`src/rtl/gigabit_ingress_fifo_reader_if.sv`:
```
// FIFO-read and AXI-stream signal bundle between the ingress FIFO reader and its neighbours.
interface gigabit_ingress_fifo_reader_if #(
    parameter int unsigned ADDR_BITS = 12
);
    logic [ADDR_BITS:0]   wr_ptr_committed;
    logic [ADDR_BITS:0]   rd_ptr;
    logic                 rd_en;
    logic [ADDR_BITS-1:0] rd_addr;
    logic [71:0]          rd_data;
    logic                 m_tvalid;
    logic                 m_tready;
    logic [63:0]          m_tdata;
    logic [7:0]           m_tkeep;
    logic                 m_tlast;
    logic [11:0]          m_tdest;

    // Reader side
    modport master (
        input  wr_ptr_committed, rd_data, m_tready,
        output rd_ptr, rd_en, rd_addr, m_tvalid, m_tdata, m_tkeep, m_tlast, m_tdest
    );

    // Writer / URAM / stream-sink side
    modport slave (
        output wr_ptr_committed, rd_data, m_tready,
        input  rd_ptr, rd_en, rd_addr, m_tvalid, m_tdata, m_tkeep, m_tlast, m_tdest
    );
endinterface

```
`src/rtl/gigabit_ingress_fifo_reader.sv`:
```
// Read-side controller of the per-port URAM ingress FIFO: fetches each frame header,
// streams the body as 64-bit AXI-stream and frees space back to the writer.
module gigabit_ingress_fifo_reader #(
    parameter int unsigned DEPTH      = 4096,
    parameter int unsigned RD_LATENCY = 2
) (
    input  logic                          aclk,
    input  logic                          areset_n,
    gigabit_ingress_fifo_reader_if.master bus
);
    localparam int unsigned ADDR_BITS = $clog2(DEPTH);
    localparam int unsigned PTR_W     = ADDR_BITS + 1;
    localparam int unsigned SKID_Q    = 3;   // queue behind the output register: 4 beats total

    typedef enum logic [1:0] {IDLE, HDR_WAIT, BODY, RELEASE} state_t;

    typedef struct packed {
        logic [63:0] data;
        logic [7:0]  keep;
        logic        last;
    } beat_t;

    state_t                  state_q, state_d;
    logic [PTR_W-1:0]        fptr_q, fptr_d;
    logic [PTR_W-1:0]        rd_ptr_q, rd_ptr_d;
    logic                    rd_en_q, rd_en_d;
    logic [ADDR_BITS-1:0]    rd_addr_q, rd_addr_d;
    logic [8:0]              issue_left_q, issue_left_d;
    logic [8:0]              ret_left_q, ret_left_d;
    logic [2:0]              outst_q, outst_d;
    logic [2:0]              len_lo_q, len_lo_d;
    logic [11:0]             vlan_q, vlan_d;
    logic [RD_LATENCY-1:0]   pipe_q;

    beat_t                   out_q;
    logic                    out_vld_q;
    beat_t                   q_mem [0:SKID_Q-1];
    logic [1:0]              q_cnt_q;

    logic                    ret_vld;
    logic                    pop;
    logic                    push;
    logic [2:0]              occ;
    logic                    credit_ok;
    logic [10:0]             hdr_len;
    logic [8:0]              hdr_words;
    logic [7:0]              last_keep;
    beat_t                   push_beat;
    logic                    rd_data_unused;

    assign rd_data_unused = ^bus.rd_data[71:64];

    // Datapath helpers: return strobe, handshake, credit and the beat built from returning data
    assign ret_vld   = pipe_q[RD_LATENCY-1];
    assign pop       = out_vld_q && bus.m_tready;
    assign push      = ret_vld && (state_q == BODY);
    assign occ       = 3'(out_vld_q) + 3'(q_cnt_q);
    assign credit_ok = (4'(outst_q) + 4'(occ)) < (4'd4 + 4'(pop));
    assign hdr_len   = bus.rd_data[10:0];
    assign hdr_words = 9'((12'(hdr_len) + 12'd7) >> 3);
    assign last_keep = (len_lo_q == 3'd0) ? 8'hFF : 8'((8'h01 << len_lo_q) - 8'h01);

    // Shape the beat pushed into the skid queue
    always_comb begin
        push_beat      = '0;
        push_beat.data = bus.rd_data[63:0];
        push_beat.last = (ret_left_q == 9'd1);
        push_beat.keep = push_beat.last ? last_keep : 8'hFF;
    end

    // Next-state and control outputs of the read FSM
    always_comb begin
        state_d      = state_q;
        fptr_d       = fptr_q;
        rd_ptr_d     = rd_ptr_q;
        rd_en_d      = 1'b0;
        rd_addr_d    = rd_addr_q;
        issue_left_d = issue_left_q;
        ret_left_d   = ret_left_q;
        outst_d      = outst_q;
        len_lo_d     = len_lo_q;
        vlan_d       = vlan_q;

        if (push) begin
            ret_left_d = ret_left_q - 9'd1;
            outst_d    = outst_q - 3'd1;
        end

        case (state_q)
            IDLE: begin
                if (fptr_q != bus.wr_ptr_committed) begin
                    rd_en_d   = 1'b1;
                    rd_addr_d = fptr_q[ADDR_BITS-1:0];
                    fptr_d    = fptr_q + PTR_W'(1);
                    state_d   = HDR_WAIT;
                end
            end
            HDR_WAIT: begin
                if (ret_vld) begin
                    len_lo_d = hdr_len[2:0];
                    vlan_d   = bus.rd_data[27:16];
                    if (hdr_len == 11'd0) begin
                        state_d = RELEASE;
                    end else begin
                        // first body read goes out in the same cycle the header lands
                        rd_en_d      = 1'b1;
                        rd_addr_d    = fptr_q[ADDR_BITS-1:0];
                        fptr_d       = fptr_q + PTR_W'(1);
                        issue_left_d = hdr_words - 9'd1;
                        ret_left_d   = hdr_words;
                        outst_d      = 3'd1;
                        state_d      = BODY;
                    end
                end
            end
            BODY: begin
                if ((issue_left_q != 9'd0) && credit_ok) begin
                    rd_en_d      = 1'b1;
                    rd_addr_d    = fptr_q[ADDR_BITS-1:0];
                    fptr_d       = fptr_q + PTR_W'(1);
                    issue_left_d = issue_left_q - 9'd1;
                    outst_d      = outst_d + 3'd1;
                end
                if (pop && out_q.last) begin
                    state_d = RELEASE;
                end
            end
            RELEASE: begin
                rd_ptr_d = fptr_q;
                state_d  = IDLE;
            end
            default: state_d = IDLE;
        endcase
    end

    // FSM and control register bank
    always_ff @(posedge aclk or negedge areset_n) begin
        if (!areset_n) begin
            state_q      <= IDLE;
            fptr_q       <= '0;
            rd_ptr_q     <= '0;
            rd_en_q      <= 1'b0;
            rd_addr_q    <= '0;
            issue_left_q <= '0;
            ret_left_q   <= '0;
            outst_q      <= '0;
            len_lo_q     <= '0;
            vlan_q       <= '0;
            pipe_q       <= '0;
        end else begin
            state_q      <= state_d;
            fptr_q       <= fptr_d;
            rd_ptr_q     <= rd_ptr_d;
            rd_en_q      <= rd_en_d;
            rd_addr_q    <= rd_addr_d;
            issue_left_q <= issue_left_d;
            ret_left_q   <= ret_left_d;
            outst_q      <= outst_d;
            len_lo_q     <= len_lo_d;
            vlan_q       <= vlan_d;
            pipe_q       <= (pipe_q << 1) | RD_LATENCY'(rd_en_q);
        end
    end

    // Skid buffer: registered output beat backed by a small shift queue
    always_ff @(posedge aclk or negedge areset_n) begin
        if (!areset_n) begin
            out_q     <= '0;
            out_vld_q <= 1'b0;
            q_cnt_q   <= '0;
            for (int i = 0; i < SKID_Q; i++) begin
                q_mem[i] <= '0;
            end
        end else if (!out_vld_q || pop) begin
            if (q_cnt_q != 2'd0) begin
                out_q     <= q_mem[0];
                out_vld_q <= 1'b1;
                q_mem[0]  <= q_mem[1];
                q_mem[1]  <= q_mem[2];
                if (push) begin
                    q_mem[q_cnt_q - 2'd1] <= push_beat;
                end
                q_cnt_q <= q_cnt_q - 2'd1 + 2'(push);
            end else begin
                out_vld_q <= push;
                if (push) begin
                    out_q <= push_beat;
                end
            end
        end else if (push) begin
            q_mem[q_cnt_q] <= push_beat;
            q_cnt_q        <= q_cnt_q + 2'd1;
        end
    end

    assign bus.rd_ptr   = rd_ptr_q;
    assign bus.rd_en    = rd_en_q;
    assign bus.rd_addr  = rd_addr_q;
    assign bus.m_tvalid = out_vld_q;
    assign bus.m_tdata  = out_q.data;
    assign bus.m_tkeep  = out_q.keep;
    assign bus.m_tlast  = out_q.last;
    assign bus.m_tdest  = vlan_q;
endmodule
```
`src/flat_wrapper.sv`:
```
// flat-port wrapper written by rule: the top's interface ports become plain ports
module gigabit_ingress_fifo_reader_flat 
#(
    parameter int unsigned DEPTH      = 4096,
    parameter int unsigned RD_LATENCY = 2
)
  (aclk, areset_n, bus_wr_ptr_committed, bus_rd_data, bus_m_tready, bus_rd_ptr, bus_rd_en, bus_rd_addr, bus_m_tvalid, bus_m_tdata, bus_m_tkeep, bus_m_tlast, bus_m_tdest);
  gigabit_ingress_fifo_reader_if bus_i ();
  input  logic aclk;
  input  logic areset_n;
  input wire logic [$bits(bus_i.wr_ptr_committed)-1:0] bus_wr_ptr_committed;
  input wire logic [$bits(bus_i.rd_data)-1:0] bus_rd_data;
  input wire logic [$bits(bus_i.m_tready)-1:0] bus_m_tready;
  output wire logic [$bits(bus_i.rd_ptr)-1:0] bus_rd_ptr;
  output wire logic [$bits(bus_i.rd_en)-1:0] bus_rd_en;
  output wire logic [$bits(bus_i.rd_addr)-1:0] bus_rd_addr;
  output wire logic [$bits(bus_i.m_tvalid)-1:0] bus_m_tvalid;
  output wire logic [$bits(bus_i.m_tdata)-1:0] bus_m_tdata;
  output wire logic [$bits(bus_i.m_tkeep)-1:0] bus_m_tkeep;
  output wire logic [$bits(bus_i.m_tlast)-1:0] bus_m_tlast;
  output wire logic [$bits(bus_i.m_tdest)-1:0] bus_m_tdest;
  assign bus_i.wr_ptr_committed = bus_wr_ptr_committed;
  assign bus_i.rd_data = bus_rd_data;
  assign bus_i.m_tready = bus_m_tready;
  assign bus_rd_ptr = bus_i.rd_ptr;
  assign bus_rd_en = bus_i.rd_en;
  assign bus_rd_addr = bus_i.rd_addr;
  assign bus_m_tvalid = bus_i.m_tvalid;
  assign bus_m_tdata = bus_i.m_tdata;
  assign bus_m_tkeep = bus_i.m_tkeep;
  assign bus_m_tlast = bus_i.m_tlast;
  assign bus_m_tdest = bus_i.m_tdest;
  gigabit_ingress_fifo_reader #(.DEPTH(DEPTH), .RD_LATENCY(RD_LATENCY)) u_core (.aclk(aclk), .areset_n(areset_n), .bus(bus_i));
endmodule
```
`config.mk`:
```
export PLATFORM = sky130hd
export DESIGN_NAME = gigabit_ingress_fifo_reader_flat
export DESIGN_NICKNAME = d
export VERILOG_FILES = /design/src/rtl/gigabit_ingress_fifo_reader_if.sv /design/src/rtl/gigabit_ingress_fifo_reader.sv /design/src/flat_wrapper.sv
export SDC_FILE = /design/constraint.sdc
export NUM_CORES = 1
export LEC_CHECK = 0
export CORE_UTILIZATION = 50
export CTS_CLUSTER_DIAMETER = 50
export CTS_CLUSTER_SIZE = 10
export DETAILED_ROUTE_END_ITERATION = 10
export MAX_ROUTING_LAYER = met4
export PLACE_DENSITY = 0.8
export SKIP_CTS_REPAIR_TIMING = 1
export SYNTH_ARGS = -nofsm -noshare
export SYNTH_HDL_FRONTEND = slang
export SYNTH_SLANG_ARGS = --single-unit
```
`constraint.sdc`:
```
create_clock -name aclk -period 2.9 [get_ports aclk]
set_input_delay 0.29 -clock aclk [delete_from_list [all_inputs] [get_ports aclk]]
set_output_delay 0.29 -clock aclk [all_outputs]
set_load 0.02 [all_outputs]
```
==> out/qor.yml <==
sta:
  setup_viol: 0
  final.period_utilization_pct: 95.6
  drv_slew: 0
  rsz0062_at_grt: "no"
  worst_pin_slew_ns: 1.23
  clock_skew_ns: 0.0136
  fmax_mhz: 361
  min_period_ns: 2.77
  finalHoldViolCount: 0
  max_slew_margin_pct: 17.6
  setup_ws_ns: 0.128
detailed_routing:
  drc: 0
  ant_nets: 0
  firstDrtPassIters: 5
  via_per_inst: 5.85
  vias: 13300
  wl_per_cell_um: 19.0
  first_iter_violations: 1057
  wl_mm: 43.3
power_and_ir_drop:
  p_switching_w: 0.00994
  combPwrFrac_pct: 44.7
  cellInternalPower_w: 0.0160
  p_leak_nw: 8.92
  peakVddDrop_mv: 0.582
  total_power_w: 0.0259
  switching_share_pct: 38.4
  clkPwrFrac_pct: 19.5
  power_density_mw_per_mm2: 1220
  power_frac_seq_pct: 35.9
synth:
  synth_adder_area_share_pct: 1.55
  synth_ff_type: "dfrtp_1"
  synth_area_leader_cell: "dfrtp_1"
  synthCells: 1630
  syn_area_sq_mm: 0.0171
  synth_top_area_share_pct: 54.6
  ys_async_sr_fraction_pct: 100
  synth_xor_area_share_pct: 2.51
  syn_nets: 1738
  synth-edff-count: 0
  ys_warn_count: 0
  synth-compound-area-share_pct: 14.9
  ys_types: 65
  yosys.area_share.simple_pct: 11.7
  synth.avg_cell_area_sq_um: 10.5
  synthMuxAreaShare_pct: 11.3
  ys_top_cells_by_area: "dfrtp_1, mux2_2, nor2_1, mux2i_1, a221oi_1"
  synth_top_family_by_area: "compound AO/OA/AOI/OAI gates"
  ys_seq_area_share_pct: 54.6
  ys_seq_elements: 374
clock_network:
  htree_levels: 2
  clockRootBuffer: "clkbuf_16"
  cts.clk_slew.worst_paths_ns: 0.06
  clk_latency_ns: 0.54
  cts_tree: "done"
  cts_buffers: 45
  clockBufferDepth: 3
  clock_sinks: 374
die:
  die_w_um: 187
  start_util_pct: 51.0
  die_height_um: 187
  die_area_sq_mm: 0.0350
  core_area_sq_mm: 0.0336
  num_io_pins: 200
  row_count: 67
final_layout:
  fillers: 2635
  layout-drive-gt1-share_pct: 14.5
  finalNetCount: 1919
  diodes: 0
  syn_to_final_growth_pct: 23.8
critical_path:
  crit_chain: "inv_1 > fa_1 > fa_1 > xnor2_1 > nand2_2 > a31oi_4 > buf_4 > nor2_1 > buf_4 > a311o_1 > o21bai_1"
  critPathTopFamily: "adder cells"
  r2r-end: "u_core.issue_left_q[4]$_DFFE_PN0P_"
  arrival_ns: 3.19
  critPathBufInv: 3
  worst_setup_path_end_kind: "flip-flop"
  cp_slowest_stage_delay_ns: 0.44
  criticalPathCategory: "flip-flop to flip-flop"
  reg2reg_depth: 11
  slowest_stage: "fa_1"
  timing.reg2reg.setup_slack_ns: 0.13
  cp_num_cells: 11
  cp-start-kind: "flip-flop"
  crit_fanout: 7
  cp.required_ns: 3.32
  r2r-start: "u_core.q_cnt_q[0]$_DFFE_PN0P_"
global_routing:
  antenna_found_initial: 0
  grt_pass1_wl_mm: 70.9
  grt-ovfl-total: 0
  grt_max_degree: 82
  track_usage_pct: 25.7
  grt_pass1_vias: 13500
placed_design:
  dp.final_hpwl_mm: 26.7
  place_congestion: 0.907
  place_ws_ns: -0.146
  port_buffers: 191
flow_run:
  max_cap_violations: 0
run_status:
  run_status: "completed"
worst_hold_path:
  hold_path.class: "primary input to asynchronous set/reset pin"
-- through the flow --
step	instance area (sq um)	hold WS [ns]	util, %	setup TNS, ns	cells
6_report	21200	0.336	63.1	0	2271
5_1_grt	21200	0.365	63.1	0	2271
4_1_cts	21200	-0.234	63.0	-0.00974	2268
3_5_place_dp	19900	0.332	59.2	-0.238	2209
3_3_place_gp	19900	0.334	59.2	-0.0893	2209
2_1_floorplan	17100	-0.00559	-	0	1630
-- cell usage after synthesis, drive strengths merged (35+ instances only) --
cell type,count
mux2i,69
clkbuf,82
nand2,133
a21oi,105
xnor2,35
buf,42
mux2,110
o21ai,100
a22oi,72
dfrtp,374
a221oi,66
nor2,254
-- how the worst max path moves through the flow --
| stage | from | to | slack (ns) |
|---|---|---|---|
| 2_1_floorplan | u_core.bus.m_tvalid$_DFFE_PN0N_ | u_core.bus.rd_addr[10]$_DFFE_PN0P_ | 0.06 |
| 3_3_place_gp | bus_rd_data[1] | u_core.issue_left_q[8]$_DFFE_PN0P_ | -0.05 |
| 3_5_place_dp | bus_rd_data[1] | u_core.issue_left_q[8]$_DFFE_PN0P_ | -0.15 |
| 4_1_cts | u_core.state_q[0]$_DFFE_PN0P_ | u_core.q_mem[175]$_DFFE_PN0P_ | -0.01 |
| 5_1_grt | u_core.q_cnt_q[1]$_DFFE_PN0P_ | u_core.q_mem[216]$_DFFE_PN0P_ | 0.01 |
| 6_report | u_core.q_cnt_q[0]$_DFFE_PN0P_ | u_core.issue_left_q[4]$_DFFE_PN0P_ | 0.13 |
-- placed cells by master, fill, tap and decap left out, types with 5 or more instances in the layout --
cell type	count
nand4_1	13
mux2i_1	69
mux2_2	110
nor4_1	10
a221oi_1	65
nand2_1	130
a31oi_1	7
a22oi_1	72
xor2_1	12
and3_1	8
buf_4	49
nand3_1	11
a21oi_1	104
nor3_1	7
nor2_1	251
dfrtp_1	373
xnor2_1	34
o21ai_0	96
a211oi_1	10
nor3b_1	5
buf_12	16
ha_1	16
inv_1	22
clkbuf_16	47
clkinv_2	5
clkdlybuf4s50_1	190
-- final cells by class --
cell class	instances	area, sq um	share of cell area (%)
clock buffer	52	1210	5.72
clock inverter	7	63.8	0.301
inverter	23	90.1	0.424
multi-input combinational	1109	7310	34.4
sequential	374	9360	44.1
tap	448	561	2.64
timing repair buffer	258	2630	12.4
-- worst register-to-register path: cells and delay by family (launching register included) --
family                     cells  cell delay, ns
AOI/OAI and AO/OA              3            0.58
xor gates and xnor gates       1            0.20
adders and majority gates      2            0.84
buffers and inverters          3            0.43
DFF                            1            0.41
and+or+nand+nor                2            0.20
-- sequential cells by signal (all words and copies together), names as in the netlist, 8 cells and up --
signal               count
u_core.fptr_q           13
u_core.bus.rd_ptr       13
u_core.bus.rd_addr      12
u_core.issue_left_q      9
u_core.bus.m_tdata      64
u_core.bus.m_tdest      12
u_core.q_mem           219
u_core.ret_left_q        9
u_core.bus.m_tkeep       8
-- power groups by stage --
stage | Clock, W | Combinational [W] | Sequential (W)
floorplan | 0 | 0.00667 | 0.00977
global placement | 0 | 0.0110 | 0.00914
detailed placement | 0 | 0.0114 | 0.00930
CTS | 0.00511 | 0.0115 | 0.00925
global route | 0.00535 | 0.0127 | 0.00957
finish | 0.00505 | 0.0116 | 0.00929
-- logic make-up after synthesis --
| logic type | Yosys count |
|---|---|
| simple gates | 473 |
| compound gates | 390 |
| flops | 374 |
| mux | 179 |
| buf+inv | 147 |
| xor+xnor | 47 |
| fa+ha+maj | 20 |
-- layer usage --
metal  vias up  global-route usage [%]  share of wire (%)
met5         -                       -                  0
met4         0                    9.80                2.9
met3        82                    3.45                4.9
met2       466                    40.7                 49
met1      6597                    33.6                 43
li1       6131                       -                  -
Power figures use the tool's default switching activity.
